## src/rtl/i2c_master_wr_pkg.sv

```systemverilog
// i2c_pkg: shared types and constants for the single-byte I2C write master.
//   i2c_st_t   - transaction state
//   I2C_*      - phase/address/byte widths and the R/W bit value for a write
//   scl_level / sda_level - line level for a given state and quarter-bit phase
package i2c_pkg;

    localparam int   I2C_PH_W   = 2;
    localparam int   I2C_ADDR_W = 7;
    localparam int   I2C_BYTE_W = 8;
    localparam logic I2C_WR_BIT = 1'b0;

    typedef enum logic [2:0] {
        ST_IDLE,
        ST_START,
        ST_ADDR,
        ST_ACK1,
        ST_DATA,
        ST_ACK2,
        ST_STOP
    } i2c_st_t;

    // SCL level (1 = released) for a state/phase pair.
    function automatic logic scl_level(input i2c_st_t st, input logic [I2C_PH_W-1:0] ph);
        logic r;
        r = 1'b1;
        case (st)
            ST_START:                          r = (ph != 2'd3);
            ST_ADDR, ST_DATA, ST_ACK1, ST_ACK2: r = ph[1];
            ST_STOP:                           r = (ph != 2'd0);
            default:                           r = 1'b1;
        endcase
        return r;
    endfunction

    // SDA level (1 = released); msb is the bit currently being shifted out.
    function automatic logic sda_level(input i2c_st_t st, input logic [I2C_PH_W-1:0] ph,
                                       input logic msb);
        logic r;
        r = 1'b1;
        case (st)
            ST_START:         r = (ph == 2'd0);
            ST_ADDR, ST_DATA: r = msb;
            ST_STOP:          r = ph[1];
            default:          r = 1'b1;
        endcase
        return r;
    endfunction

endpackage

```

## src/rtl/i2c_master_wr.sv

```systemverilog
// i2c_master_wr: single-byte I2C write master (START, addr+W, ACK, data, ACK, STOP).
// Advances one quarter-bit phase per `tick`; everything lives in the clk domain.
// Ports:
//   clk, reset        - clock, synchronous active-high reset
//   tick              - one-cycle phase enable from the clock divider
//   start, addr, data - transaction request (sampled in IDLE) and its payload
//   scl_in, sda_in    - sampled bus lines (clock stretching, ACK)
//   scl_o, sda_o      - open-drain enables, 1 = release
//   busy, done        - transaction in progress / one-cycle completion pulse
//   ack_err           - NACK seen during the last transaction
module i2c_master_wr
    import i2c_pkg::*;
#(
    parameter bit STRETCH_EN = 1'b1,
    parameter bit CHK_ACK    = 1'b1
) (
    input  logic                  clk,
    input  logic                  reset,
    input  logic                  tick,
    input  logic                  start,
    input  logic [I2C_ADDR_W-1:0] addr,
    input  logic [I2C_BYTE_W-1:0] data,
    input  logic                  scl_in,
    input  logic                  sda_in,
    output logic                  scl_o,
    output logic                  sda_o,
    output logic                  busy,
    output logic                  done,
    output logic                  ack_err
);

    localparam int BIT_W = $clog2(I2C_BYTE_W);

    i2c_st_t               state, nxt_state;
    logic [I2C_PH_W-1:0]   phase, nxt_phase;
    logic [BIT_W-1:0]      bit_cnt, nxt_bit_cnt;
    logic [I2C_BYTE_W-1:0] shreg, nxt_shreg;
    logic [I2C_BYTE_W-1:0] data_q, nxt_data_q;
    logic                  nxt_busy, nxt_done, nxt_ack_err;
    logic                  in_bit, stretch;

    assign in_bit  = (state == ST_ADDR) || (state == ST_DATA) ||
                     (state == ST_ACK1) || (state == ST_ACK2);
    // A slave holding SCL low while we have released it freezes the phase.
    assign stretch = STRETCH_EN && in_bit && (phase == 2'd2) && !scl_in;

    always_comb begin
        nxt_state   = state;
        nxt_phase   = phase;
        nxt_bit_cnt = bit_cnt;
        nxt_shreg   = shreg;
        nxt_data_q  = data_q;
        nxt_busy    = busy;
        nxt_done    = 1'b0;
        nxt_ack_err = ack_err;
        if (state == ST_IDLE) begin
            if (start) begin
                nxt_state   = ST_START;
                nxt_phase   = '0;
                nxt_bit_cnt = '0;
                nxt_shreg   = {addr, I2C_WR_BIT};
                nxt_data_q  = data;
                nxt_busy    = 1'b1;
                nxt_ack_err = 1'b0;
            end
        end else if (tick && !stretch) begin
            nxt_phase = phase + 1'b1;
            case (state)
                ST_START: if (phase == 2'd3) nxt_state = ST_ADDR;
                ST_ADDR, ST_DATA: begin
                    if (phase == 2'd3) begin
                        nxt_shreg   = {shreg[I2C_BYTE_W-2:0], 1'b0};
                        nxt_bit_cnt = bit_cnt + 1'b1;   // wraps to 0 after the last bit
                        if (bit_cnt == BIT_W'(I2C_BYTE_W - 1))
                            nxt_state = (state == ST_ADDR) ? ST_ACK1 : ST_ACK2;
                    end
                end
                ST_ACK1, ST_ACK2: begin
                    if (phase == 2'd2 && sda_in && CHK_ACK) nxt_ack_err = 1'b1;
                    if (phase == 2'd3) begin
                        // ack_err was cleared on accept, so here it means a NACK this transaction
                        if (ack_err || state == ST_ACK2) begin
                            nxt_state = ST_STOP;
                        end else begin
                            nxt_state = ST_DATA;
                            nxt_shreg = data_q;
                        end
                    end
                end
                ST_STOP: begin
                    if (phase == 2'd3) begin
                        nxt_state = ST_IDLE;
                        nxt_busy  = 1'b0;
                        nxt_done  = 1'b1;
                    end
                end
                default: nxt_state = ST_IDLE;
            endcase
        end
    end

    // Line outputs are registered from the next state so they move on the same
    // edge that consumes the tick.
    always_ff @(posedge clk) begin
        if (reset) begin
            state   <= ST_IDLE;
            phase   <= '0;
            bit_cnt <= '0;
            shreg   <= '0;
            data_q  <= '0;
            scl_o   <= 1'b1;
            sda_o   <= 1'b1;
            busy    <= 1'b0;
            done    <= 1'b0;
            ack_err <= 1'b0;
        end else begin
            state   <= nxt_state;
            phase   <= nxt_phase;
            bit_cnt <= nxt_bit_cnt;
            shreg   <= nxt_shreg;
            data_q  <= nxt_data_q;
            scl_o   <= scl_level(nxt_state, nxt_phase);
            sda_o   <= sda_level(nxt_state, nxt_phase, nxt_shreg[I2C_BYTE_W-1]);
            busy    <= nxt_busy;
            done    <= nxt_done;
            ack_err <= nxt_ack_err;
        end
    end

endmodule

```

## config.mk

```make
export PLATFORM = sky130hd
export DESIGN_NAME = i2c_master_wr
export DESIGN_NICKNAME = d
export VERILOG_FILES = /design/src/rtl/i2c_master_wr_pkg.sv /design/src/rtl/i2c_master_wr.sv
export SDC_FILE = /design/constraint.sdc
export NUM_CORES = 1
export LEC_CHECK = 0
export ABC_AREA = 1
export CAP_MARGIN = 40
export CORE_ASPECT_RATIO = 1.25
export CORE_MARGIN = 2
export CORE_UTILIZATION = 53
export CTS_BUF_LIST = sky130_fd_sc_hd__clkbuf_16
export CTS_CLUSTER_DIAMETER = 200
export DETAILED_ROUTE_END_ITERATION = 8
export PLACE_DENSITY = 0.84
export SLEW_MARGIN = 20
export SYNTH_ARGS = -nofsm -noshare
export SYNTH_HDL_FRONTEND = slang
export SYNTH_SLANG_ARGS = --single-unit
```

## constraint.sdc

```tcl
create_clock -name clk -period 2.1 [get_ports clk]
set_clock_uncertainty 0.2 [all_clocks]
set_input_delay 0.525 -clock clk [delete_from_list [all_inputs] [get_ports clk]]
set_output_delay 0.525 -clock clk [all_outputs]
set_load 0.05 [all_outputs]
```

==> flow_metrics.env, run 1 <==
export IMPL_worstHoldPathCells=2
export IMPL_routabilityCongestion=0.928
export IMPL_rsz0062_at_grt="false"
export IMPL_rows=23
export IMPL_clock_latency_ps=280
export IMPL_nNetsFinal=313
export IMPL_synth_area_leaders="dfxtp_1, nand2_1, nand3_1, inv_1, a21oi_1"
export IMPL_cts_sinks=29
export IMPL_wl_per_cell_um=12.6
export IMPL_clock_path_buffers=2
export IMPL_die_width_um=55.2
export IMPL_place_inst=318
export IMPL_area_growth_pct=32.0
export IMPL_power_density_nw_per_um2=788
export IMPL_grt_pass1_vias=1651
export IMPL_avgViaCountPerCell=5.35
export IMPL_firstDrtPassIters=4
export IMPL_yosysMostFrequentCell="nand2_1"
export IMPL_max_freq_mhz=514
export IMPL_hold_path_class="flip-flop to flip-flop"
export IMPL_setup_viol=0
export IMPL_die_area_um2=3750
export IMPL_ios=26
export IMPL_path_common_cell="nand3_1"
export IMPL_numCtsBuffers=5
export IMPL_max_stage_delay_ps=410
export IMPL_htree_levels=2
export IMPL_hold_slack_ps=264
export IMPL_synth_warnings=0
export IMPL_synth_top_area_share_pct=33.5
export IMPL_hp_start="data_q[3]"
export IMPL_grt_total_usage_pct=25.8
export IMPL_drive_gt1_share_pct=23.5
export IMPL_vias=1744
export IMPL_yosys_most_used_dff="dfxtp_1"
export IMPL_cp_startpoint="scl_in"
export IMPL_crit_type="input pin to flip-flop"
export IMPL_syn_nets=270
export IMPL_ys_seq_elements=29
export IMPL_stdcell_count=326
export IMPL_multi_input_area_um2=997
export IMPL_start_kind="input pin"
export IMPL_routed_wirelength_mm=4.11
export IMPL_outcome="finished, final reports clean"
export IMPL_slew_headroom_pct=77.9
export IMPL_leakage_nw=1.03
export IMPL_synthCells=245
export IMPL_power_w=0.00181
export IMPL_diodes=0
export IMPL_antenna_found_initial=0
export IMPL_cap_violations=0
export IMPL_clk_pin_slew_ps=50
export IMPL_yosysSeqAreaShare_pct=33.5
export IMPL_seq_area_um2=583
export IMPL_nFillCells=254
export IMPL_min_to="data_q[3]"
export IMPL_die_h_um=68.0
export IMPL_r2r_slack_ps=170
export IMPL_root_buffer="clkbuf_16"
export IMPL_synth_edf_count=0
export IMPL_gr_total_overflow=0
export IMPL_yosysTopAreaCell="dfxtp_1"
export IMPL_synth_distinct_cells=31
export IMPL_cp_data_required_time_ps=2050
export IMPL_rr_endpoint="scl_o"
export IMPL_slowest_stage="clkdlybuf4s50_1"
export IMPL_coreArea_um2=3170
export IMPL_min_period_ps=1950
export IMPL_drc_errors=0
export IMPL_worst_ep_arrival_time_ps=1900
export IMPL_drt_iter0_markers=49
export IMPL_io_buffers=25
export IMPL_postRouteAntennaNets=0
export IMPL_start_util_pct=54.8
export IMPL_crit_buf_inv=2
export IMPL_path_max_fanout=5
export IMPL_crit_family="simple AND/OR/NAND/NOR gates"
export IMPL_grt_max_degree=14
export IMPL_netlist_area_um2=1730
export IMPL_vdd_drop_max_v=0.000797
export IMPL_endpoint_kind="flip-flop"
export IMPL_cp_cell_sequence="clkdlybuf4s50_1 -> nor2_2 -> nand3_4 -> nand3_2 -> nand2_2 -> o21ai_4 -> nand3_1 -> nand3_1 -> nand2_1 -> inv_1 -> nand3_1"
export IMPL_slew_viol_final=0
export IMPL_cts_tree="done"
export IMPL_dp_hpwl_mm=3.11
export IMPL_worst_path_stages=11
export IMPL_ys_top_cells_by_count="nand2_1, dfxtp_1, nand3_1, inv_1, nor2_1"
export IMPL_synthArstFlopShare_pct=0
export IMPL_r2r_start="state[2]"
export IMPL_syn_avg_cell_area_um2=7.08
export IMPL_hold_viol_final=0
export IMPL_grt_pass1_wl_mm=6.95
export IMPL_post_route_period_util_pct=92.7
export IMPL_tightest_slew_ps=330
export IMPL_reg2regPathDepth=11
export IMPL_ctsHoldBuffers=0
-- worst reg2reg max path, stage by stage (launching register included) --
cell and delay [ps]:
dfxtp_1 500, inv_2 150, nand3_1 130, nand2_1 110
nand3_1 150, nand3_1 90, nand2_1 100, nand3_1 110
nand3_1 100, nand2_1 50, inv_1 40, nand3_1 70
-- per-stage QoR --
step	setup TNS [ps]	util, %	setup slack [ps]	area (um^2)
CTS	0	72.1	63.4	2280
floorplan	0	-	315	1730
detailed placement	-817	66.8	-178	2120
finish	0	72.3	153	2290
global route	0	72.3	12.5	2290
global placement	-573	66.8	-115	2120
-- kinds of logic after synthesis --
kind of cell | synth area share [%]
and+or+nand+nor | 40.5
adders and majority gates | 2.89
buffers and inverters | 9.16
DFF | 33.5
AOI/OAI and AO/OA | 13.9
-- layout make-up --
class | instances | area share [%]
Clock buffer | 5 | 5.46
Clock inverter | 3 | 1.80
Inverter | 31 | 5.30
Multi-Input combinational cell | 178 | 43.6
Sequential cell | 29 | 25.5
Tap cell | 37 | 2.02
Timing Repair Buffer | 43 | 16.4
-- timing repair --
action / 4_1_cts / 5_1_grt
resized for setup: 0 / 4
setup endpoints to repair: 0 / 4
buffers inserted: 0 / 0
-- cells in the final DEF (no fill, tap or decap) --
cell / n
nand2_2: 8
inv_2: 7
nor2_4: 3
a21oi_1: 12
o21ai_1: 3
a21oi_4: 1
ha_1: 4
nand3_1: 29
clkdlybuf4s50_1: 19
o21ai_2: 1
dlymetal6s2s_1: 1
a31oi_1: 5
dfxtp_2: 2
o21ai_4: 1
clkinvlp_4: 1
nor2_1: 15
o21ai_0: 12
a211oi_1: 1
clkbuf_16: 5
inv_6: 1
bufinv_16: 1
nand4_2: 1
nand3_2: 4
o211a_1: 1
nand2_4: 5
nand3_4: 2
clkinv_1: 1
buf_4: 23
nor2_2: 2
nand2_1: 59
nand4_1: 6
a41oi_1: 1
o211ai_1: 1
inv_1: 23
dfxtp_1: 27
nor3_1: 1
-- power by group --
part           internal (W)  switching, W  total (W)
Clock              0.000554      0.000251   0.000804
Combinational      0.000158      0.000219   0.000377
Sequential         0.000596     0.0000282   0.000624
Total               0.00131      0.000498    0.00181
-- per-layer routing --
metal	track usage (%)	vias up	part of all wire (%)
met5	0	-	0
li1	-	894	-
met2	43.9	50	50
met3	8.08	9	5.7
met4	11.6	0	1.9
met1	28.8	791	42
-- state kept, by name, indices dropped and copies added (netlist names) --
| register | cells |
|---|---|
| data_q | 8 |
| ack_err | 1 |
| busy | 1 |
| scl_o | 1 |
| state | 3 |
| shreg | 8 |
| done | 1 |
| sda_o | 1 |
| phase | 2 |
| bit_cnt | 3 |
-- how the worst max path moves through the flow --
stage,endpoint,slack [ps]
CTS,scl_o,60
global placement,sda_o,-120
floorplan,sda_o,320
global route,sda_o,10
finish,scl_o,150
detailed placement,scl_o,-180
(Power assumes the default switching activity.)
==> inputs of run 2 (changes only) <==
Settings changed: CORE_UTILIZATION 53 to 50, PLACE_DENSITY 0.84 to 0.81.
==> flow_metrics.env, run 2 (synthesis gave the netlist of run 1 again) <==
export IMPL_clock_path_buffers=2
export IMPL_routed_wirelength_mm=4.16
export IMPL_rsz0062_at_grt="false"
export IMPL_crit_type="flip-flop to flip-flop"
export IMPL_io_buffers=25
export IMPL_drc_errors=0
export IMPL_antenna_found_initial=0
export IMPL_crit_buf_inv=1
export IMPL_busiest_layer="met2"
export IMPL_ios=26
export IMPL_dp_hpwl_mm=3.16
export IMPL_drt_iter0_markers=45
export IMPL_final_common_cell="nand2_1"
export IMPL_setup_viol=0
export IMPL_diodes=0
export IMPL_power_density_nw_per_um2=752
export IMPL_max_stage_delay_ps=510
export IMPL_start_util_pct=53.3
export IMPL_slew_headroom_pct=78.2
export IMPL_top_regs="data_q (8), shreg (8)"
export IMPL_coreArea_um2=3250
export IMPL_slew_viol_final=0
export IMPL_htree_levels=2
export IMPL_grt_total_usage_pct=22.7
export IMPL_slowest_stage="dfxtp_1"
export IMPL_die_area_um2=3960
export IMPL_postCtsSetupBuffers=0
export IMPL_die_h_um=69.8
export IMPL_grt_pass1_vias=1625
export IMPL_nNetsFinal=308
export IMPL_worst_ep_arrival_time_ps=1900
export IMPL_leakage_nw=0.988
export IMPL_firstDrtPassIters=4
export IMPL_outcome="finished, final reports clean"
export IMPL_max_freq_mhz=519
export IMPL_hold_viol_final=0
export IMPL_vias=1735
export IMPL_start_kind="flip-flop"
export IMPL_setup_ws_ps=174
export IMPL_endpoint_kind="flip-flop"
export IMPL_numCtsBuffers=5
export IMPL_use_met3_pct=5.97
export IMPL_use_met1_pct=23.8
export IMPL_routabilityCongestion=0.846
export IMPL_vdd_drop_max_v=0.000585
export IMPL_gr_total_overflow=0
export IMPL_tns_ps=0
export IMPL_final_cell_mix="nand2_1, nand3_1, dfxtp_1, inv_1, clkdlybuf4s50_1"
export IMPL_cts_tree="done"
export IMPL_post_place_ws_ps=-124
export IMPL_grt_pass1_wl_mm=6.98
export IMPL_cp_data_required_time_ps=2070
export IMPL_tightest_slew_ps=327
export IMPL_path_max_fanout=7
export IMPL_clk_pin_slew_ps=50
export IMPL_area_growth_pct=29.3
export IMPL_cts_sinks=29
export IMPL_min_period_ps=1930
export IMPL_avgViaCountPerCell=5.40
export IMPL_grt_max_degree=16
export IMPL_rows=23
export IMPL_gr_usage_met2_pct=41.1
export IMPL_die_width_um=56.7
export IMPL_cap_violations=0
export IMPL_post_route_period_util_pct=91.7
export IMPL_clock_latency_ps=280
export IMPL_crit_family="simple AND/OR/NAND/NOR gates"
export IMPL_hold_path_class="flip-flop to flip-flop"
export IMPL_postRouteAntennaNets=0
export IMPL_root_buffer="clkbuf_16"
export IMPL_drive_gt1_share_pct=22.9
export IMPL_cp_cell_sequence="inv_2 -> nand3_2 -> nand2_2 -> nand2_1 -> nand3_1 -> nand2_4 -> nand3_2 -> nand3_2 -> nand2_1 -> nand2_1 -> nand3_1"
export IMPL_wl_per_cell_um=12.9
[run 2: layer usage]
layer / vias to the layer above / part of all wire [%]
met3: 10 / 4.3
met5: - / 0
met4: 0 / 2.2
met2: 41 / 54
met1: 800 / 40
li1: 884 / -
[run 2: per-stage QoR]
stage / hold WS, ps / util [%] / total power [W] / instances / cell area, um^2
finish: 247 / 68.9 / 0.00169 / 321 / 2240
detailed placement: 242 / 64.3 / 0.00101 / 313 / 2090
global placement: 235 / 64.3 / 0.000999 / 313 / 2090
CTS: 249 / 68.7 / 0.00169 / 321 / 2230
floorplan: 224 / - / 0.000864 / 245 / 1730
global route: 271 / 68.9 / 0.00176 / 321 / 2240
[run 2: timing repair]
| action | 4_1_cts | 5_1_grt |
|---|---|---|
| gates resized for setup | 0 | 4 |
| hold buffers | 0 | 0 |
| endpoints found under the setup margin | 0 | 3 |
[run 2: final timing paths]
kind	from	end	slack (ps)	depth (start not counted)
worst min-delay path	data_q[1]	data_q[1]	250	2
worst min register to register	data_q[1]	data_q[1]	250	2
worst max-delay path	state[2]	scl_o	170	11
worst max register to register	state[2]	scl_o	170	11
[run 2: tightest hold or removal path, stage by stage (launching register included)]
cell	delay, ps
dfxtp_1	290
inv_1	60
a21oi_1	50
[run 2: final cells by class]
type	count	area [um^2]
well taps	37	46.3
clock inverters	3	17.5
clock buffers	5	125
inverters	31	121
fillers	278	1010
flip-flops and latches	29	582
repair buffers	38	348
multi-input cells	178	1000
[run 2: where the power goes]
| group | leakage (nW) | internal (W) | switching, W | total (W) |
|---|---|---|---|---|
| registers | 0.238 | 0.000595 | 0.0000269 | 0.000622 |
| clock network | 0.0696 | 0.000433 | 0.000253 | 0.000686 |
| logic | 0.680 | 0.000158 | 0.000220 | 0.000378 |
| total | 0.988 | 0.00119 | 0.000500 | 0.00169 |
